## config.mk

```make
export PLATFORM = sky130hd
export DESIGN_NAME = nonrestoring_div_32
export DESIGN_NICKNAME = d
export VERILOG_FILES = /design/src/rtl/div_pkg.sv /design/src/rtl/div_addsub_33.sv /design/src/rtl/nonrestoring_div_32.sv
export SDC_FILE = /design/constraint.sdc
export NUM_CORES = 1
export LEC_CHECK = 0
export ABC_AREA = 1
export BUFFER_PORTS_ARGS = -buffer_cell sky130_fd_sc_hd__buf_4
export CAP_MARGIN = 20
export CORE_MARGIN = 3
export CORE_UTILIZATION = 45
export DETAILED_ROUTE_END_ITERATION = 8
export MAX_ROUTING_LAYER = met4
export PLACE_DENSITY = 0.73
export SLEW_MARGIN = 10
export SYNTH_ARGS = -nofsm -noshare
export SYNTH_HDL_FRONTEND = slang
export SYNTH_SLANG_ARGS = --single-unit
```

## constraint.sdc

```tcl
create_clock -name clk -period 4.2 [get_ports clk]
set_input_delay 0.63 -clock clk [delete_from_list [all_inputs] [get_ports clk]]
set_output_delay 0.63 -clock clk [all_outputs]
set_load 0.01 [all_outputs]
```

## src/rtl/div_pkg.sv

```systemverilog
// rtl/div_pkg.sv - shared width, state encoding and constants for the 32-bit divider.
package div_pkg;

  localparam int DIV_W = 32;
  localparam logic [DIV_W-1:0] DIV_ZERO_Q = 32'hFFFF_FFFF;
  localparam logic [5:0] LAST_ITER = 6'd31;

  typedef enum logic [1:0] {
    IDLE = 2'd0,
    RUN  = 2'd1,
    FIX  = 2'd2,
    DONE = 2'd3
  } state_t;

endpackage

```

## src/rtl/div_addsub_33.sv

```systemverilog
// rtl/div_addsub_33.sv - 33-bit adder/subtractor shared by the iteration and fix-up steps.
module div_addsub_33
  import div_pkg::*;
(
  input  logic [DIV_W:0] a,
  input  logic [DIV_W:0] b,
  input  logic           op,
  output logic [DIV_W:0] sum,
  output logic           sign
);

  // op=1 subtracts, op=0 adds
  assign sum  = op ? (a - b) : (a + b);
  assign sign = sum[DIV_W];

endmodule

```

## src/rtl/nonrestoring_div_32.sv

```systemverilog
// rtl/nonrestoring_div_32.sv - 32-bit non-restoring divider, constant 34-edge latency.
// Define DIV_SIGNED_EN for two's-complement operands; default build is unsigned.
module nonrestoring_div_32
  import div_pkg::*;
(
  input  logic               clk,
  input  logic               reset,
  input  logic               start,
  input  logic [DIV_W-1:0]   dividend,
  input  logic [DIV_W-1:0]   divisor,
  output logic [DIV_W-1:0]   quotient,
  output logic [DIV_W-1:0]   remainder,
  output logic [2*DIV_W-1:0] result,
  output logic               busy,
  output logic               done,
  output logic               div_by_zero
);

  state_t           state;
  state_t           state_next;
  logic [DIV_W:0]   part_rem;
  logic [DIV_W-1:0] quo_work;
  logic [DIV_W-1:0] div_reg;
  logic [5:0]       iter;
  logic             zero_pend;
  logic             divisor_zero;

  logic [DIV_W:0]   add_a;
  logic [DIV_W:0]   add_b;
  logic [DIV_W:0]   add_sum;
  logic             add_op;
  logic             add_sign;

  logic [DIV_W-1:0] dividend_mag;
  logic [DIV_W-1:0] divisor_mag;
  logic [DIV_W-1:0] rem_mag;
  logic [DIV_W-1:0] quo_fix;
  logic [DIV_W-1:0] rem_fix;

  assign divisor_zero = (divisor == '0);

  // FIX reuses the adder to restore a negative partial remainder
  assign rem_mag = part_rem[DIV_W] ? add_sum[DIV_W-1:0] : part_rem[DIV_W-1:0];

`ifdef DIV_SIGNED_EN
  logic neg_quo;
  logic neg_rem;

  assign dividend_mag = dividend[DIV_W-1] ? -dividend : dividend;
  assign divisor_mag  = divisor[DIV_W-1]  ? -divisor  : divisor;
  assign quo_fix      = neg_quo ? -quo_work : quo_work;
  assign rem_fix      = neg_rem ? -rem_mag  : rem_mag;

  always_ff @(posedge clk) begin
    if (reset) begin
      neg_quo <= 1'b0;
      neg_rem <= 1'b0;
    end else if (state == IDLE && start) begin
      neg_quo <= dividend[DIV_W-1] ^ divisor[DIV_W-1];
      neg_rem <= dividend[DIV_W-1];
    end
  end
`else
  assign dividend_mag = dividend;
  assign divisor_mag  = divisor;
  assign quo_fix      = quo_work;
  assign rem_fix      = rem_mag;
`endif

  always_comb begin
    add_b = {1'b0, div_reg};
    if (state == FIX) begin
      add_a  = part_rem;
      add_op = 1'b0;
    end else begin
      add_a  = {part_rem[DIV_W-1:0], quo_work[DIV_W-1]};
      add_op = ~part_rem[DIV_W];
    end
  end

  div_addsub_33 u_addsub (
    .a    (add_a),
    .b    (add_b),
    .op   (add_op),
    .sum  (add_sum),
    .sign (add_sign)
  );

  always_ff @(posedge clk) begin
    if (reset) begin
      state <= IDLE;
    end else begin
      state <= state_next;
    end
  end

  // Divide-by-zero skips RUN but still passes through FIX so done lands on edge 2
  always_comb begin
    state_next = state;
    case (state)
      IDLE: if (start) state_next = divisor_zero ? FIX : RUN;
      RUN:  if (iter == LAST_ITER) state_next = FIX;
      FIX:  state_next = DONE;
      DONE: state_next = IDLE;
      default: state_next = IDLE;
    endcase
  end

  always_ff @(posedge clk) begin
    if (reset) begin
      part_rem    <= '0;
      quo_work    <= '0;
      div_reg     <= '0;
      iter        <= '0;
      zero_pend   <= 1'b0;
      quotient    <= '0;
      remainder   <= '0;
      div_by_zero <= 1'b0;
    end else begin
      case (state)
        IDLE: begin
          if (start) begin
            part_rem  <= '0;
            div_reg   <= divisor_mag;
            iter      <= '0;
            zero_pend <= divisor_zero;
            quo_work  <= divisor_zero ? dividend : dividend_mag;
          end
        end
        RUN: begin
          part_rem <= add_sum;
          quo_work <= {quo_work[DIV_W-2:0], ~add_sign};
          iter     <= iter + 6'd1;
        end
        FIX: begin
          if (zero_pend) begin
            quotient    <= DIV_ZERO_Q;
            remainder   <= quo_work;
            div_by_zero <= 1'b1;
          end else begin
            quotient    <= quo_fix;
            remainder   <= rem_fix;
            div_by_zero <= 1'b0;
          end
        end
        default: ;
      endcase
    end
  end

  assign busy   = (state == RUN) || (state == FIX);
  assign done   = (state == DONE);
  assign result = {remainder, quotient};

endmodule

```

Word-level counts from Yosys, hierarchy flattened
Index checks and enable logic that the tools add are counted.
{"block": "op_classes", "add_sub_neg": 3, "n_reduce_logical": 7, "n_eq_ne": 6, "muxes": 17, "bitwise": 2}
{"operator": "$mux W32", "count": 4}
{"operator": "$mux W33", "count": 3}
{"operator": "$pmux W33 S2", "count": 1}
{"operator": "$pmux W32 S2", "count": 1}
{"operator": "$add A33 B32 Y33", "count": 1}
{"operator": "$sub A33 B32 Y33", "count": 1}
{"operator": "$logic_not A32 Y1", "count": 1}
{"operator": "$pmux W6 S2", "count": 1}
{"operator": "$pmux W2 S4", "count": 1}
{"operator": "$add A6 B1 Y6 const B", "count": 1}
{"operator": "$eq A6 B5 Y1 const B", "count": 1}
{"operator": "$mux W2", "count": 3}
{"operator": "$mux W6", "count": 1}
{"operator": "$reduce_and A2 Y1", "count": 3}
{"operator": "$eq A2 B2 Y1 const B", "count": 2}
{"operator": "$ne A2 B2 Y1 const B", "count": 2}
{"operator": "$eq A2 B1 Y1 const B", "count": 1}
{"operator": "$logic_not A2 Y1", "count": 1}
{"operator": "$mux W1", "count": 2}
{"operator": "$not A1 Y1", "count": 2}
{"operator": "$reduce_bool A2 Y1", "count": 1}
{"operator": "$logic_or A1 B1 Y1", "count": 1}
{"block": "totals", "ff_bits": 171, "output_inout_bits": 131, "inputBits": 67, "wordCells": 44}

Logic depth before layout (Yosys ltp)
Gate-level depths: netlist of run 1.
{"block": "logic_depth", "depth_word": 6, "mapped_depth": 24, "ltp_nobuf": 23}

Hierarchy
Synthesis of run 1 repeated with hierarchy kept, for this count alone.
{"block": "hier_totals", "hier_cells": 1827, "area_unflattened_um2": 11539.8}
{"mod": "nonrestoring_div_32", "instances": 1, "area_each_um2": 8240.4, "cells_per_inst": 1157, "seq_area_each_um2": 3423.3}
{"mod": "div_addsub_33", "instances": 1, "area_each_um2": 3299.4, "cells_per_inst": 670, "seq_area_each_um2": 0.0}

Worst setup path after synthesis of run 1
Ideal clock, no wire load.
{"block": "synth_path", "path_type": "reg-to-reg", "startpoint": "reg state[0]", "endpoint": "reg remainder[16]", "setup_ns": 0.128, "stages_incl_launch_ff": 21, "t_arrival_ns": 2.798, "slack_ns": 1.275, "period_less_slack_ns": 2.925, "path_buffers": 3, "t_required_ns": 4.072, "path_cell_list": "dfxtp_1 inv_1 ha_1 buf_4 nor2_2 buf_2 buf_2 nor2_1 xor2_1 inv_1 ha_1 nand2_2 inv_1 nand2_1 nand2_1 a21oi_1 nand2_4 xnor2_2 nand2_1 a21oi_1 nor2_1"}
{"block": "synth_between", "elab_chain_len": 6, "word_cells_on_any_way": 8, "cone_classes": "add/sub (2); eq/ne (1); mux (5)"}
{"element": "start, declared", "line_no": "nonrestoring_div_32.sv:19", "source": "state_t state;"}
{"element": "start signal, assigned", "line_no": "nonrestoring_div_32.sv:93", "source": "state <= state_next;"}
{"element": "$eq A2 B2 Y1 (*)", "line_no": "nonrestoring_div_32.sv:72, nonrestoring_div_32.sv:120"}
{"element": "$mux W33", "line_no": "nonrestoring_div_32.sv:72", "source": "if (state == FIX) begin"}
{"element": "$add A33 B32 Y33 / $sub A33 B32 Y33 (equally long branches)", "line_no": "div_addsub_33.sv:13", "source": "assign sum = op ? (a - b) : (a + b);"}
{"element": "$mux W33", "line_no": "div_addsub_33.sv:13"}
{"element": "$mux W32", "line_no": "nonrestoring_div_32.sv:43", "source": "assign rem_mag = part_rem[DIV_W] ? add_sum[DIV_W-1:0] : part_rem[DIV_W-1:0];"}
{"element": "$mux W32", "line_no": "nonrestoring_div_32.sv:136", "source": "if (zero_pend) begin"}
{"element": "end signal, assigned", "line_no": "nonrestoring_div_32.sv:138", "source": "remainder <= quo_work;"}
{"element": "end signal, assigned", "line_no": "nonrestoring_div_32.sv:142", "source": "remainder <= rem_fix;"}
{"element": "end, declared", "line_no": "nonrestoring_div_32.sv:12", "source": "output logic [DIV_W-1:0] remainder,"}
Every way passes the cells marked *; elsewhere a longest branch is shown, timed or not.
A chain may end at the register's enable or synchronous reset.

Final worst setup path of run 1
{"block": "layout_path", "startpoint": "reg state[0]", "endpoint": "reg remainder[19]"}
Same word-level chain as after synthesis.

==> flow_metrics.tcl, run 1 <==
set metrics [dict create \
    cpPeakStageDelay_ns 0.56 \
    busiest_layer "met2" \
    status "completed" \
    hpwl_um 25550 \
    ys_warn_count 0 \
    drt_first_iter_violations 845 \
    ctsHoldBuffers 0 \
    cp_top_family "simple AND/OR/NAND/NOR gates" \
    rsz0062_at_grt "no" \
    vias 11380 \
    path_buf_inv 2 \
    fin_crit_sh_pct 82.51 \
    diodes 0 \
    worstSetupPathType "register to register" \
    root_buffer "clkbuf_16" \
    die_w_um 165.1 \
    hold_class "input port to register" \
    end_kind "register" \
    finalSetupTns_ns 0 \
    cp_data_required_time_ns 4.50 \
    worstPathArrival_ns 3.76 \
    avgSynthCellArea_um2 6.342 \
    slew_headroom_pct 37.48 \
    timing.reg2reg.setup_slack_ns 0.73 \
    syn_area_um2 11380 \
    grt-ovfl-total 0 \
    wl_per_cell_um 15.26 \
    grt_max_degree 74 \
    clock_latency_ns 0.44 \
    antenna_found_initial 0 \
    routabilityCongestion 1.020 \
    cts.repair.resized 0 \
    clk_path_buf_depth 2 \
    use_met3_pct 2.993 \
    hold_viol 0 \
    drive_gt1_share_pct 17.03 \
    vias_per_cell 5.124 \
    fp.dieH_um 165.1 \
    grt_pass1_vias 10890 \
    slowest_stage "buf_4" \
    remaining_drc_errors 0 \
    grt_use_met1_pct 29.59 \
    cts_tree "built" \
    detail-route-antenna-nets 0 \
    worst_pin_slew_ns 0.9367 \
    cts_made_buffers 17 \
    post_cts.repair.setup_buffers 0 \
    finalSetupViolations 0 \
    area_growth_pct 15.77 \
    finalNetCount 1994 \
    start_util_pct 46.26 \
    cp_common_cell "nand2_1" \
    htreeDepth 4 \
    use_met2_pct 45.21 \
    synth-edff-count 0 \
    grt_pass1_wl_um 53990 \
    max_freq_ghz 0.2886 \
    track_usage_pct 25.39 \
    core-area_um2 24600 \
    rows 57 \
    largest_reg_flops 33 \
    synth-seq-area-share_pct 30.07 \
    synth-main-ff-cell "dfxtp_1" \
    top_level_ports 198 \
    worstPathMaxFanout 73 \
    synthCells 1795 \
    die_area_um2 27240 \
    synth.net_count 1905 \
    path_clk_slew_ns 0.08 \
    finalWirelength_um 33890 \
    skew_ns 0.01318 \
    path_cells "inv_1 -> ha_2 -> buf_4 -> o21ai_0 -> ha_1 -> nand2_1 -> nand2_1 -> nand2_1 -> nand2_1 -> nand3b_1 -> nand2_1 -> nand2_1 -> nand2_1 -> nand3_1 -> a21oi_1 -> nor2_1" \
    async_reset_ff_share_pct 0 \
    drv_slew 0 \
    period_minus_slack_ns 3.465 \
    dr.pass1.iters 5 \
    top_register "part_rem" \
    ys_types 47 \
    ys_ff_latch 171 \
    io_buffers 197 \
    drv_cap 0 \
    start_kind "register" \
    cts.sinks 171 \
]
layer usage:
| layer | vias to the layer above | part of all wire [%] |
|---|---|---|
| li1 | 5817 | - |
| met1 | 5227 | 42 |
| met2 | 281 | 51 |
| met3 | 55 | 4.1 |
| met4 | 0 | 2.8 |
| met5 | - | 0 |
path summary, 6_finish.rpt:
kind | startpoint | end | cells past startpoint
min | divisor[7] | div_reg[7]$_SDFFE_PP0P_ | 3
max reg2reg | state[0]$_SDFFE_PP0P_ | remainder[19]$_SDFFE_PP0P_ | 16
max | state[0]$_SDFFE_PP0P_ | remainder[19]$_SDFFE_PP0P_ | 16
min reg2reg | div_by_zero$_SDFFE_PP0P_ | div_by_zero$_SDFFE_PP0P_ | 2
layout make-up:
cell class	instances	area, µm²
Clock buffer	17	425.4
Clock inverter	15	178.9
Fill cell	2560	11430
Inverter	285	1070
Multi-Input combinational cell	1199	6100
Sequential cell	171	3423
Tap cell	324	405.4
Timing Repair Buffer	210	1577
per-stage QoR:
stage	std cells	util [%]	hold WS, ns	instance area (µm²)	setup WS [ns]
CTS	2221	53.56	0.4518	13180	0.7299
finish	2221	53.56	0.4576	13180	0.7345
floorplan	1795	-	0.4554	11380	1.275
global placement	2189	51.11	0.4528	12570	0.8471
detailed placement	2189	51.11	0.4607	12570	0.7733
global route	2221	53.56	0.4716	13180	0.4797
cell usage after synthesis, types with 3 or more instances:
library cell	number	area [µm²]
clkbuf_1	54	202.7
and2_1	5	31.28
o21ai_0	196	980.9
o22ai_1	12	75.07
nand3b_1	3	22.52
buf_4	66	495.5
a21oi_2	12	105.1
nor2_2	14	87.58
inv_1	270	1013
xnor2_1	13	113.9
o211ai_1	11	82.58
nor2_1	102	382.9
buf_1	4	15.01
o21ai_2	4	35.03
nand2_2	18	112.6
a21oi_1	175	875.8
o21ai_1	4	20.02
a31oi_1	9	56.30
ha_1	42	525.5
dfxtp_1	171	3423
nand2_1	448	1682
inv_2	13	48.80
buf_2	16	80.08
nand4_1	5	31.28
nor4_1	7	43.79
nand3_2	4	40.04
nand3_1	61	305.3
nor3_1	5	25.02
xor2_1	26	227.7
cells in the final DEF, fill, tap and decap left out, drive strengths merged:
cell type | synthesis | final
o31ai | 2 | 2
xor2 | 26 | 26
a21o | 1 | 1
nand2 | 467 | 467
buf | 86 | 210
nor3 | 7 | 7
a22oi | 1 | 1
or2 | 2 | 2
clkbuf | 54 | 17
o311ai | 1 | 1
a211oi | 1 | 1
ha | 42 | 42
and2 | 5 | 5
clkinv | 2 | 9
xnor2 | 14 | 14
nand3b | 3 | 3
nor4 | 7 | 7
nand4 | 7 | 7
nand3 | 65 | 65
a31o | 1 | 1
nor3b | 1 | 1
o22ai | 14 | 14
nor2 | 118 | 118
o21a | 1 | 1
clkinvlp | 0 | 1
a31oi | 9 | 9
a21oi | 187 | 187
dfxtp | 171 | 171
o21ai | 204 | 204
o211ai | 11 | 11
fa | 1 | 1
inv | 283 | 290
o21bai | 1 | 1
cells by family after synthesis:
family,Yosys count,share of synthesized area [%]
buf+inv,425,16.37
flops,171,30.07
simple gates,682,25.19
xor+xnor,40,3.144
compound gates,434,20.43
fa+ha+maj,43,4.792
worst min-delay path: cells and delay by family:
family	cells	cell delay, ns
buffers and inverters	1	0.08
AND/OR/NAND/NOR	1	0.08
AO/OA/AOI/OAI	1	0.07
Power of run 1 is not shown: default switching activity piles up to over one toggle a cycle in this logic, so the estimate is an artifact.
==> inputs of run 2 (changes only) <==
--- a/config.mk
+++ b/config.mk
@@ -12,7 +12,7 @@
 export CORE_UTILIZATION = 45
 export DETAILED_ROUTE_END_ITERATION = 8
 export MAX_ROUTING_LAYER = met4
-export PLACE_DENSITY = 0.73
+export PLACE_DENSITY = 0.76
 export SLEW_MARGIN = 10
 export SYNTH_ARGS = -nofsm -noshare
 export SYNTH_HDL_FRONTEND = slang
==> constraint.sdc (replaced) <==
create_clock -name clk -period 3.05 [get_ports clk]
set_input_delay 0.4575 -clock clk [delete_from_list [all_inputs] [get_ports clk]]
set_output_delay 0.4575 -clock clk [all_outputs]
set_load 0.01 [all_outputs]
==> run 2 against run 1 <==
The flow now finishes with violations (setup timing). Fmax is 13% higher. Utilization is 6.6 points higher. Via count is 6.8% higher. Clock skew is 0.0080 ns higher. Hold slack worse by 0.18 ns. Critical path depth is 7 higher. First-iteration DRC count is 8.6% higher. Register-to-register slack worse by 0.75 ns. Worst setup slack worse by 0.75 ns. Die area stayed put. Routed wire length is 6.2% higher. Largest cell class unchanged.
==> flow_metrics.tcl, run 2 (synthesis gave the netlist of run 1 again) <==
set metrics [dict create \
    start_util_pct 46.26 \
    cts_tree "built" \
    skew_ns 0.02120 \
    hold-path-cell-count 3 \
    routabilityCongestion 1.001 \
    worstPathMaxFanout 4 \
    vias_per_cell 5.232 \
    hold_viol 0 \
    rsz0062_at_grt "yes" \
    min_from "divisor[18]" \
    layout_commonest_cell "nand2_1" \
    path_clk_slew_ns 0.08 \
    ctsHoldBuffers 0 \
    largest_reg_flops 33 \
    grt-ovfl-total 0 \
    placed_area_um2 13190 \
    top_level_ports 198 \
    grt_pass1_wl_um 54650 \
    drive_gt1_share_pct 28.31 \
    cpPeakStageDelay_ns 0.33 \
    finalSetupTns_ns -0.01901 \
    root_buffer "clkbuf_16" \
    cts_made_buffers 17 \
    area_growth_pct 30.14 \
    timing.reg2reg.setup_slack_ns -0.01 \
    cp_data_required_time_ns 3.36 \
    cts.sinks 171 \
    min_to "div_reg[18]$_SDFFE_PP0P_" \
    grt_pass1_vias 11370 \
    dp_cells 2267 \
    hold_class "input port to register" \
    dp_worst_setup_slack_ns -0.1242 \
    period_minus_slack_ns 3.061 \
    fin_crit_sh_pct 100.4 \
    path_cells "inv_2 -> buf_6 -> nand3_4 -> nor2_4 -> nand4_4 -> nor2_4 -> o21ai_4 -> a21oi_4 -> xor2_1 -> ha_1 -> buf_6 -> nand2_4 -> inv_1 -> nand2_1 -> nand2_1 -> nand2_1 -> nand2_1 -> a21oi_4 -> nand2_2 -> nand2_2 -> nand3_2 -> nand2_2 -> a21oi_1" \
    remaining_drc_errors 0 \
    clock_latency_ns 0.46 \
    slew_headroom_pct 40.13 \
    worst_pin_slew_ns 0.8971 \
    track_usage_pct 25.69 \
    top_register "part_rem" \
    hpwl_um 26150 \
    fp.dieH_um 165.1 \
    dr.pass1.iters 6 \
    vias 12150 \
    finalWirelength_um 36000 \
    fin_cells 2323 \
    die_area_um2 27240 \
    core-area_um2 24600 \
    status "complete, but fails checks" \
    rr_startpoint "div_reg[1]$_SDFFE_PP0P_" \
    htreeDepth 4 \
    clk_path_buf_depth 2 \
    io_buffers 197 \
    final_area_um2 14810 \
    violations "setup timing" \
    slowest_stage "dfxtp_2" \
    drv_slew 0 \
    start_kind "register" \
    finalNetCount 2096 \
    r2r-end "remainder[28]$_SDFFE_PP0P_" \
    grt_max_degree 69 \
    finalSetupViolations 2 \
    crit_start "div_reg[1]$_SDFFE_PP0P_" \
    wl_per_cell_um 15.50 \
    cp_common_cell "nand2_1" \
    diodes 0 \
    worstPathArrival_ns 3.37 \
    layout_common_cells "393 x nand2_1, 298 x buf_4, 261 x inv_1, 186 x o21ai_0, 168 x dfxtp_1" \
    end_kind "register" \
    rows 57 \
    die_w_um 165.1 \
    finalWorstSetupSlack_ns -0.01122 \
    max_freq_ghz 0.3267 \
    worstSetupPathType "register to register" \
    drt_first_iter_violations 918 \
    drv_cap 0 \
    detail-route-antenna-nets 0 \
    rr_worst_depth 23 \
    antenna_found_initial 0 \
]
==> run 2: changes by cell type in the layout (fill, tap and decap cells not counted), moves of 9 or more <==
cell     previous run  this run
a21oi_1           175       156
a21oi_2            12        28
buf_4             210       298
buf_6               0        10
ha_1               41        26
ha_4                0        16
inv_1             270       261
nand2_1           448       393
nand2_2            18        69
nor2_1            102        85
nor2_4              2        11
o21ai_0           196       186
==> run 2: worst max-delay path: cells and delay by family, from the launching register on <==
kind	cells	cell delay, ns
buffers and inverters	4	0.39
AND/OR/NAND/NOR	13	1.19
XOR/XNOR	1	0.18
adder cells (fa/ha/maj)	1	0.30
flip-flops	1	0.33
AO/OA/AOI/OAI	4	0.54
==> run 2: metrics by stage <==
| stage | hold slack (ns) | utilization, % |
|---|---|---|
| after global routing | 0.2809 | 60.21 |
| after floorplan | 0.4554 | - |
| after detailed placement | 0.4584 | 53.59 |
| after CTS | 0.2772 | 57.02 |
| final | 0.2794 | 60.21 |
| after global placement | 0.4525 | 53.59 |
==> run 2: routing by layer <==
layer  track usage, %  vias to the layer above  share of wire [%]
met2            45.12                      415                 51
met1            29.67                     5635                 40
met5                -                        -                  0
li1                 -                     6014                  -
met3            3.767                       90                5.5
met4            9.645                        0                3.9
==> run 2: final cells by class <==
cell class | instances | area [µm²]
Sequential cell | 171 | 3427
Multi-Input combinational cell | 1199 | 6848
Timing Repair Buffer | 312 | 2420
Clock buffer | 17 | 425.4
Tap cell | 324 | 405.4
Fill cell | 2291 | 9791
Clock inverter | 15 | 211.5
Inverter | 285 | 1077
==> run 2: how the worst max path moves through the flow <==
stage	end	slack, ns	depth (start not counted)
2_1_floorplan	remainder[16]$_SDFFE_PP0P_	0.12	20
3_3_place_gp	remainder[28]$_SDFFE_PP0P_	-0.04	19
3_5_place_dp	remainder[28]$_SDFFE_PP0P_	-0.12	19
4_1_cts	remainder[17]$_SDFFE_PP0P_	0.005	20
5_1_grt	remainder[28]$_SDFFE_PP0P_	-0.16	22
6_report	remainder[28]$_SDFFE_PP0P_	-0.01	23
==> run 2: repair_timing <==
| item | CTS | global route |
|---|---|---|
| resized for setup | 39 | 157 |
| setup buffers | 5 | 19 |
| endpoints found under the setup margin | 18 | 51 |
| cloned | 0 | 0 |
| pin swaps | 15 | 79 |
Power of run 2 is left out for the same reason.
